<file path="src/rtl/axis_packet_arbiter_pkg.sv">
// Shared AXI-Stream types and constants for the packet arbiter slice.
package axis_packet_arbiter_pkg;

  localparam int unsigned CHANNEL_NUMBER       = 5;
  localparam int unsigned CHANNEL_NUMBER_WIDTH = $clog2(CHANNEL_NUMBER);
  localparam int unsigned DATA_WIDTH           = 32;
  localparam int unsigned ID_WIDTH             = 4;
  localparam int unsigned DEST_WIDTH           = 4;
  localparam int unsigned USER_WIDTH           = 4;

  // TID value carried by the first beat of every routed packet
  localparam logic [ID_WIDTH-1:0] ROUTING_HEADER = ID_WIDTH'(4'h1);

  typedef struct packed {
    logic [DATA_WIDTH-1:0] tdata;
    logic [ID_WIDTH-1:0]   tid;
    logic [DEST_WIDTH-1:0] tdest;
    logic [USER_WIDTH-1:0] tuser;
    logic                  tlast;
  } axis_data_t;

  typedef enum logic {
    ST_IDLE = 1'b0,
    ST_LOCK = 1'b1
  } arb_state_t;

endpackage

</file>
<file path="src/rtl/axis_packet_arbiter_if.sv">
// N input AXI-Stream channels plus the merged output channel.
interface axis_packet_arbiter_if
  import axis_packet_arbiter_pkg::*;
();

  axis_data_t                in_data [CHANNEL_NUMBER];
  logic [CHANNEL_NUMBER-1:0] in_valid;
  logic [CHANNEL_NUMBER-1:0] in_ready;
  axis_data_t                out_data;
  logic                      out_valid;
  logic                      out_ready;

  modport master (
    output in_data, in_valid, out_ready,
    input  in_ready, out_data, out_valid
  );

  modport slave (
    input  in_data, in_valid, out_ready,
    output in_ready, out_data, out_valid
  );

endinterface

</file>
<file path="src/rtl/axis_packet_arbiter_rr_arbiter.sv">
// Combinational round-robin pick: first requester after i_last_idx, wrapping modulo N.
module axis_packet_arbiter_rr_arbiter
  import axis_packet_arbiter_pkg::*;
(
  input  logic [CHANNEL_NUMBER-1:0]       i_req,
  input  logic [CHANNEL_NUMBER_WIDTH-1:0] i_last_idx,
  output logic [CHANNEL_NUMBER_WIDTH-1:0] o_gnt_idx_c,
  output logic                            o_gnt_valid_c
);

  // Scan farthest-first so the nearest requester after i_last_idx overwrites last
  always_comb begin
    int unsigned               idx;
    logic [CHANNEL_NUMBER-1:0] w_rot;
    o_gnt_idx_c   = '0;
    o_gnt_valid_c = 1'b0;
    idx           = 0;
    w_rot         = '0;
    for (int k = CHANNEL_NUMBER; k >= 1; k--) begin
      idx   = (32'(i_last_idx) + 32'(k)) % CHANNEL_NUMBER;
      w_rot = i_req >> idx;
      if (w_rot[0]) begin
        o_gnt_valid_c = 1'b1;
        o_gnt_idx_c   = CHANNEL_NUMBER_WIDTH'(idx);
      end
    end
  end

endmodule

</file>
<file path="src/rtl/axis_packet_arbiter.sv">
// N:1 AXI-Stream packet merger: round-robin per packet, input locked until TLAST, 2-entry skid on output.
module axis_packet_arbiter
  import axis_packet_arbiter_pkg::*;
(
  input  logic                            clk,
  input  logic                            rst_n,
  axis_packet_arbiter_if.slave            bus,
  output logic [CHANNEL_NUMBER_WIDTH-1:0] o_grant_id,
  output logic                            o_busy,
  output logic                            o_protocol_err
);

  arb_state_t                      r_state;
  logic [CHANNEL_NUMBER_WIDTH-1:0] r_grant_id;
  logic [CHANNEL_NUMBER_WIDTH-1:0] r_last;
  logic                            r_busy;
  logic                            r_first;
  logic                            r_protocol_err;
  logic [CHANNEL_NUMBER-1:0]       r_in_ready;
  axis_data_t                      r_skid0;
  axis_data_t                      r_skid1;
  logic [1:0]                      r_occ;
  logic                            r_out_valid;

  logic [CHANNEL_NUMBER_WIDTH-1:0] w_gnt_idx;
  logic                            w_gnt_valid;
  axis_data_t                      w_beat;
  logic                            w_push;
  logic                            w_pop;
  logic                            w_start;
  logic                            w_lock_nxt;
  logic [CHANNEL_NUMBER_WIDTH-1:0] w_grant_nxt;
  logic [CHANNEL_NUMBER-1:0]       w_in_ready_nxt;
  logic [1:0]                      w_occ_nxt;
  axis_data_t                      w_skid0_nxt;
  axis_data_t                      w_skid1_nxt;

  axis_packet_arbiter_rr_arbiter u_rr (
    .i_req         (bus.in_valid),
    .i_last_idx    (r_last),
    .o_gnt_idx_c   (w_gnt_idx),
    .o_gnt_valid_c (w_gnt_valid)
  );

  // in_ready is one-hot on the locked input, so any valid&ready is that input's beat
  assign w_beat  = bus.in_data[r_grant_id];
  assign w_push  = |(r_in_ready & bus.in_valid);
  assign w_pop   = r_out_valid & bus.out_ready;
  assign w_start = (r_state == ST_IDLE) & w_gnt_valid;

  always_comb begin
    w_lock_nxt     = w_start | ((r_state == ST_LOCK) & ~(w_push & w_beat.tlast));
    w_grant_nxt    = w_start ? w_gnt_idx : r_grant_id;
    w_in_ready_nxt = '0;
    w_occ_nxt      = r_occ;
    w_skid0_nxt    = r_skid0;
    w_skid1_nxt    = r_skid1;
    case (r_occ)
      2'd0: begin
        if (w_push) begin
          w_skid0_nxt = w_beat;
          w_occ_nxt   = 2'd1;
        end
      end
      2'd1: begin
        if (w_push && w_pop) begin
          w_skid0_nxt = w_beat;
        end else if (w_push) begin
          w_skid1_nxt = w_beat;
          w_occ_nxt   = 2'd2;
        end else if (w_pop) begin
          w_skid0_nxt = '0;
          w_occ_nxt   = 2'd0;
        end
      end
      default: begin
        if (w_pop) begin
          w_skid0_nxt = r_skid1;
          w_skid1_nxt = '0;
          w_occ_nxt   = 2'd1;
        end
      end
    endcase
    // Ready is registered from the next occupancy so no input->ready comb path exists
    if (w_lock_nxt && (w_occ_nxt != 2'd2)) begin
      w_in_ready_nxt = CHANNEL_NUMBER'(1) << w_grant_nxt;
    end
  end

  always_ff @(posedge clk or negedge rst_n) begin
    if (!rst_n) begin
      r_state        <= ST_IDLE;
      r_grant_id     <= '0;
      r_last         <= CHANNEL_NUMBER_WIDTH'(CHANNEL_NUMBER - 1);
      r_busy         <= 1'b0;
      r_first        <= 1'b0;
      r_protocol_err <= 1'b0;
    end else begin
      r_protocol_err <= 1'b0;
      case (r_state)
        ST_IDLE: begin
          if (w_gnt_valid) begin
            r_state    <= ST_LOCK;
            r_grant_id <= w_gnt_idx;
            r_last     <= w_gnt_idx;
            r_busy     <= 1'b1;
            r_first    <= 1'b1;
          end
        end
        ST_LOCK: begin
          if (w_push) begin
            r_first        <= 1'b0;
            r_protocol_err <= r_first && (w_beat.tid != ROUTING_HEADER);
            if (w_beat.tlast) begin
              r_state <= ST_IDLE;
              r_busy  <= 1'b0;
            end
          end
        end
      endcase
    end
  end

  always_ff @(posedge clk or negedge rst_n) begin
    if (!rst_n) begin
      r_skid0     <= '0;
      r_skid1     <= '0;
      r_occ       <= 2'd0;
      r_out_valid <= 1'b0;
      r_in_ready  <= '0;
    end else begin
      r_skid0     <= w_skid0_nxt;
      r_skid1     <= w_skid1_nxt;
      r_occ       <= w_occ_nxt;
      r_out_valid <= (w_occ_nxt != 2'd0);
      r_in_ready  <= w_in_ready_nxt;
    end
  end

  assign bus.in_ready   = r_in_ready;
  assign bus.out_data   = r_skid0;
  assign bus.out_valid  = r_out_valid;
  assign o_grant_id     = r_grant_id;
  assign o_busy         = r_busy;
  assign o_protocol_err = r_protocol_err;

endmodule

</file>
<file path="src/flat_wrapper.sv">
// flat-port wrapper written by rule: the top's interface ports become plain ports
module axis_packet_arbiter_flat import axis_packet_arbiter_pkg::*;
  (clk, rst_n, o_grant_id, o_busy, o_protocol_err, bus_in_data, bus_in_valid, bus_out_ready, bus_in_ready, bus_out_data, bus_out_valid);
  axis_packet_arbiter_if bus_i ();
  input  logic clk;
  input  logic rst_n;
  output logic [CHANNEL_NUMBER_WIDTH-1:0] o_grant_id;
  output logic o_busy;
  output logic o_protocol_err;
  input wire logic [$bits(bus_i.in_data)-1:0] bus_in_data;
  input wire logic [$bits(bus_i.in_valid)-1:0] bus_in_valid;
  input wire logic [$bits(bus_i.out_ready)-1:0] bus_out_ready;
  output wire logic [$bits(bus_i.in_ready)-1:0] bus_in_ready;
  output wire logic [$bits(bus_i.out_data)-1:0] bus_out_data;
  output wire logic [$bits(bus_i.out_valid)-1:0] bus_out_valid;
  assign bus_i.in_data = {>>{bus_in_data}};
  assign bus_i.in_valid = bus_in_valid;
  assign bus_i.out_ready = bus_out_ready;
  assign bus_in_ready = bus_i.in_ready;
  assign bus_out_data = bus_i.out_data;
  assign bus_out_valid = bus_i.out_valid;
  axis_packet_arbiter u_core (.clk(clk), .rst_n(rst_n), .bus(bus_i), .o_grant_id(o_grant_id), .o_busy(o_busy), .o_protocol_err(o_protocol_err));
endmodule
</file>
<file path="config.mk">
export PLATFORM = sky130hd
export DESIGN_NAME = axis_packet_arbiter_flat
export DESIGN_NICKNAME = d
export VERILOG_FILES = /design/src/rtl/axis_packet_arbiter_pkg.sv /design/src/rtl/axis_packet_arbiter_if.sv /design/src/rtl/axis_packet_arbiter_rr_arbiter.sv /design/src/rtl/axis_packet_arbiter.sv /design/src/flat_wrapper.sv
export SDC_FILE = /design/constraint.sdc
export NUM_CORES = 1
export LEC_CHECK = 0
export ABC_AREA = 1
export CORE_MARGIN = 2
export CORE_UTILIZATION = 50
export DETAILED_ROUTE_END_ITERATION = 6
export GPL_TIMING_DRIVEN = 0
export PLACE_DENSITY = 0.87
export SLEW_MARGIN = 40
export SYNTH_ARGS = -nofsm -noshare
export SYNTH_HDL_FRONTEND = slang
export SYNTH_SLANG_ARGS = --single-unit
</file>
<file path="constraint.sdc">
create_clock -name clk -period 10.66 [get_ports clk]
set_input_delay 1.599 -clock clk [delete_from_list [all_inputs] [get_ports clk]]
set_output_delay 1.599 -clock clk [all_outputs]
set_load 0.1 [all_outputs]
</file>
; Yosys cells after proc, flatten, opt, wreduce, memory -nomap -nowiden
; Index checks and enable logic that the tools add are counted.
[totals]
register_bits = 108
input_bits = 233
out_inout_bits = 56
[op_classes]
addsub = 5
div = 5
magnitude_cmp = 1
n_eq_ne = 11
shift = 6
mux = 41
bitwise = 10
reduce_logical = 13
[op_table]
columns = op, count
row1 = $mux W45, 8
row2 = $pmux W45 S2, 2
row3 = $mod A32 B3 Y32 const B, 5
row4 = $shr A5 B32 Y1, 5
row5 = $bmux W45 S3, 1
row6 = $mux W3, 6
row7 = $mux W1, 14
row8 = $mux W2, 5
row9 = $add A3 B2 Y4 const B, 2
row10 = $add A3 B3 Y4 const B, 2
row11 = $ne A2 B2 Y1 const B, 4
row12 = $reduce_and A4 Y1, 2
row13 = $ne A2 B1 Y1 const B, 3
row14 = $pmux W1 S2, 3
row15 = $and A5 B5 Y5, 1
row16 = $mux W5, 1
row17 = $reduce_or A5 Y1, 1
row18 = $shl A1 B3 Y5 const A, 1
row19 = $add A3 B1 Y4 const B, 1
row20 = $and A1 B1 Y1, 4
row21 = $ge A4 B4 Y1 const B, 1
row22 = $ne A4 B1 Y1 const B, 1
row23 = $not A3 Y4, 1
row24 = $pmux W2 S2, 1
row25 = 11 further kinds, 17

; Longest topological paths before layout
[depth]
depth_word = 12
ltp_mapped = 34
depth_no_buf = 30

; Hierarchy
; Synthesis repeated with hierarchy kept, for this count alone.
[unflattened]
cells_unflattened = 1457
area_unflattened_um2 = 8799.7
[modules_own_cells]
columns = module, instances, cells_each, area_each_um2, seq_area_each_um2
row1 = axis_packet_arbiter, 1, 1075, 6755.2, 2653.8
row2 = axis_packet_arbiter_rr_arbiter, 1, 382, 2044.5, 0.0

; Worst setup path before layout
; No wires, ideal clock.
[synth_timing]
path_kind = register to register
startpoint = register u_core.r_last[0]
endpoint = register u_core.r_in_ready[0], in the netlist u_core.bus.in_ready[0]
arrival_time_ns = 4.038
required_time_ns = 10.543
path_slack_ns = 6.505
stages_incl_launch_ff = 34
period_less_slack_ns = 4.155
path_cell_list = dfrtp_1 > buf_4 > inv_1 > buf_2 > clkbuf_1 > clkbuf_1 > ha_1 > inv_2 > nand3_2 > nand2_2 > nand2_1 > nand2_1 > nand2_1 > inv_1 > ha_1 > inv_1 > nand3_2 > nand2_2 > nor2_4 > nand3_2 > nand2_1 > nand3_1 > nand2_1 > nand2_1 > nor2_1 > nor2_1 > nand2_2 > nand2_4 > nor2_1 > nand2_1 > nand2_1 > inv_1 > nand2_1 > nor2_1
[synth_via]
elab_chain_cells = 12
[synth_lines]
columns = item, line
row1 = from (decl), axis_packet_arbiter.sv:15  ; logic [CHANNEL_NUMBER_WIDTH-1:0] r_last;
row2 = from (signal assigned), axis_packet_arbiter.sv:94  ; r_last <= CHANNEL_NUMBER_WIDTH'(CHANNEL_NUMBER - 1);
row3 = from (signal assigned), axis_packet_arbiter.sv:105  ; r_last <= w_gnt_idx;
row4 = $add A3 B3 Y4, axis_packet_arbiter_rr_arbiter.sv:20  ; idx = (32'(i_last_idx) + 32'(k)) % CHANNEL_NUMBER;
row5 = $mod A32 B3 Y32, axis_packet_arbiter_rr_arbiter.sv:20
row6 = $shr A5 B32 Y1, axis_packet_arbiter_rr_arbiter.sv:21  ; w_rot = i_req >> idx;
row7 = $mux W1 (5 in a row), axis_packet_arbiter_rr_arbiter.sv:22  ; if (w_rot[0]) begin
row8 = $and A1 B1 Y1, axis_packet_arbiter.sv:49  ; assign w_start = (r_state == ST_IDLE) & w_gnt_valid;
row9 = $mux W3 / $or A1 B1 Y1 (equally long branches), "axis_packet_arbiter.sv:53, axis_packet_arbiter.sv:52"
row10 = $shl A1 B3 Y5 / $logic_and A1 B1 Y1 (equally long branches), "axis_packet_arbiter.sv:86, axis_packet_arbiter.sv:85"
row11 = $mux W5 *, axis_packet_arbiter.sv:85  ; if (w_lock_nxt && (w_occ_nxt != 2'd2)) begin
row12 = via u_core.w_in_ready_nxt[0], axis_packet_arbiter.sv:33  ; logic [CHANNEL_NUMBER-1:0] w_in_ready_nxt;
row13 = to (signal assigned), axis_packet_arbiter.sv:136  ; r_in_ready <= w_in_ready_nxt;
row14 = to (decl), axis_packet_arbiter.sv:19  ; logic [CHANNEL_NUMBER-1:0] r_in_ready;
; The timed path passes the listed nets; every way through them passes the cells marked *.
; A chain may end at the register's enable or synchronous reset.

; Worst setup path in the final report
[layout_timing]
startpoint = register u_core.r_last[0]
endpoint = register u_core.r_in_ready[3], in the netlist u_core.bus.in_ready[3]
; Same word-level chain as after synthesis.

==> metrics <==
Crit Path Class reg2reg; Ports 289; CP Data Arrival Time 6110 ps; Area Overhead vs Synth 39.2%; row cnt 46; IO buf count 288; GRT Total Usage 37.4%; Main synth FF type dfrtp_1; Hold-fix buffers, CTS 0; Final Setup Violations 0; initial antenna violation count 2; synthesis-stage register bit count 106; Hold Path Cell Cnt 2; Commonest cells post-synth 349 x nand2_1, 140 x nand3_1, 105 x dfrtp_1; Post-Syn Instances 1215; Setup crit end kind register; Layout Skew 16.5 ps; FF+latch area 2650 um^2; CTS Buffer Depth 2; drt pass-1 iters 6; Startpoint Class register; vias in the first global route 9993; Yosys warnings 0; Final HPWL DP 25.5 mm; share of cells above drive strength 1 12.3%; Hold Path Class reg2reg; Final GP Congestion 0.973; Die Ht 132 um; Remaining Overflow, GRT 0; Most Crowded Layer GR met2; leading post-synthesis cells by cell area dfrtp_1 32%, nand2_1 16%, nand3_1 8.5%, a21oi_1 5.9%, a221oi_1 4.6%; Avg Vias per Cell 6.01; Most common cell on crit path nand2_1; TritonCTS clock tree built; DRC Markers 0; Max Fclk 171 MHz; Iter 0 DRT Violations 1199; global-route wire length before repair 52.0 mm; Max Cap Violations 0; Setup Buffers After CTS 0; Die Width 132 um; FFs w/ async S/R, synth 100%; Worst-Skew Late Latency 370 ps; Seq/Total Area, Yosys 32.2%; per-cell routed wire length 19.3 um; max_slew headroom 37.8%; CTS root buf clkbuf_16; Setup TNS 0 ps; RSZ-0062 raised after global routing no; worst path required time 10920 ps; M3 GR Usage 9.58%; Nets 1770; crit-path max cell delay 680 ps; Initial Util 51.6%; met2 usage 63.4%; DRT antenna net count 0; multi-input combinational cell area 4950 um^2; cell taking the most area after synthesis dfrtp_1; Core ar. 16000 um^2; Filler Cell Count 1370; Slew @ Worst Pin 933 ps; Final Cycle Share 54.9%; count leader, synth nand2_1; status complete, no violations; vias 10400; grt met1 use 45.1%; post-synth net total 1470; Post-Syn Area 8250 um^2; Final Hold Viols 0; Detailed Route WL 33.5 mm; Avg Synthesized Cell Area 6.79 um^2; FF-to-FF path depth 33; critical-path maximum fanout 13; Period minus WS final 5860 ps; die area 17500 um^2; CTS sink cnt 106; Num CTS Buffers 9; unique cell type count in the Yosys netlist 42; CP max stage cell clkbuf_1; Yosys top cell area share 31.9%; # H-tree levels 3; post-CTS sizing 0; largest net degree at the start of global routing 56; CTS clk-pin slew, worst paths 80 ps; Post-synth EDFFs 0; fin. max-slew vios 0
layer usage:
layer,vias up,routed length [um]
met5,-,13
met4,2,1460
met3,100,3390
met2,626,16000
met1,4943,12600
li1,4771,-
layout make-up:
| class | instances | area share, % |
|---|---|---|
| timing repair buffer | 289 | 22.9 |
| clock inverter | 5 | 0.599 |
| tap | 216 | 2.35 |
| buffer | 86 | 2.94 |
| multi-input combinational | 941 | 43.1 |
| inverter | 82 | 2.68 |
| antenna | 1 | 0.0218 |
| sequential | 106 | 23.1 |
| clock buffer | 11 | 2.20 |
cell families after synthesis:
| group | synth area share (%) |
|---|---|
| buffers and inverters | 7.81 |
| and+or+nand+nor | 34.0 |
| xor gates and xnor gates | 0.425 |
| DFF | 32.2 |
| AOI/OAI and AO/OA | 22.3 |
| adders and majority gates | 3.34 |
placed cells by master (no fill, tap or decap), drive strengths merged:
master and instances:
nand2 376, clkdlybuf4s50 231, nand3 151, dfrtp 105, a21oi 99, nor2 95
clkbuf 87, inv 85, buf 68, a31oi 46, a221oi 43, a31o 43
o21ai 36, ha 22, nand4 8, o211ai 4, nand3b 4, xor2 3
a21boi 2, diode 1, a22o 1, o21a 1, o2111ai 1, o21bai 1
a211oi 1, xnor2 1, a221o 1, a2111oi 1, nor3 1, bufinv 1
clkinvlp 1, dfstp 1
registers in the layout, indices dropped and copies added, names as in the netlist:
name and flops:
u_core.r_skid1 45, u_core.o_grant_id 1, u_core.r_state 1, u_core.o_busy 1, u_core.bus.in_ready 5, u_core.r_occ 2, u_core.r_last 3, u_core.r_first 1
u_core.bus.out_data 45, u_core.o_protocol_err 1, u_core.bus.out_valid 1
per-stage QoR:
stage	instance area (um^2)	hold WS [ps]	cells	setup WS [ps]	util, %
finish	11500	512	1737	4800	71.8
global route	11500	540	1737	4400	71.8
CTS	11500	511	1736	4930	71.7
detailed placement	11200	494	1720	4950	69.7
global placement	11400	488	1719	4010	71.3
floorplan	8250	476	1215	6500	-
worst paths after layout:
kind	startpoint	slack (ps)	to
worst max-delay path	u_core.r_last[0]	4800	u_core.bus.in_ready[3]
worst min-delay path	u_core.r_skid1[10]	510	u_core.r_skid1[10]
worst max register to register	u_core.r_last[0]	4800	u_core.bus.in_ready[3]
worst min register to register	u_core.r_skid1[10]	510	u_core.r_skid1[10]
max in group asynchronous	rst_n	8840	u_core.r_last[2]
min in group asynchronous	rst_n	1140	u_core.bus.out_data[35]
worst max-delay path, delay by kind of cell, from the launching register on:
family | cells | cell delay (ps)
simple gates | 22 | 2080
compound gates | 1 | 180
buf+inv | 8 | 2360
flops | 1 | 490
fa+ha+maj | 2 | 640
Power is not shown: default switching activity piles up to over one toggle a cycle in this logic, so the estimate is an artifact.
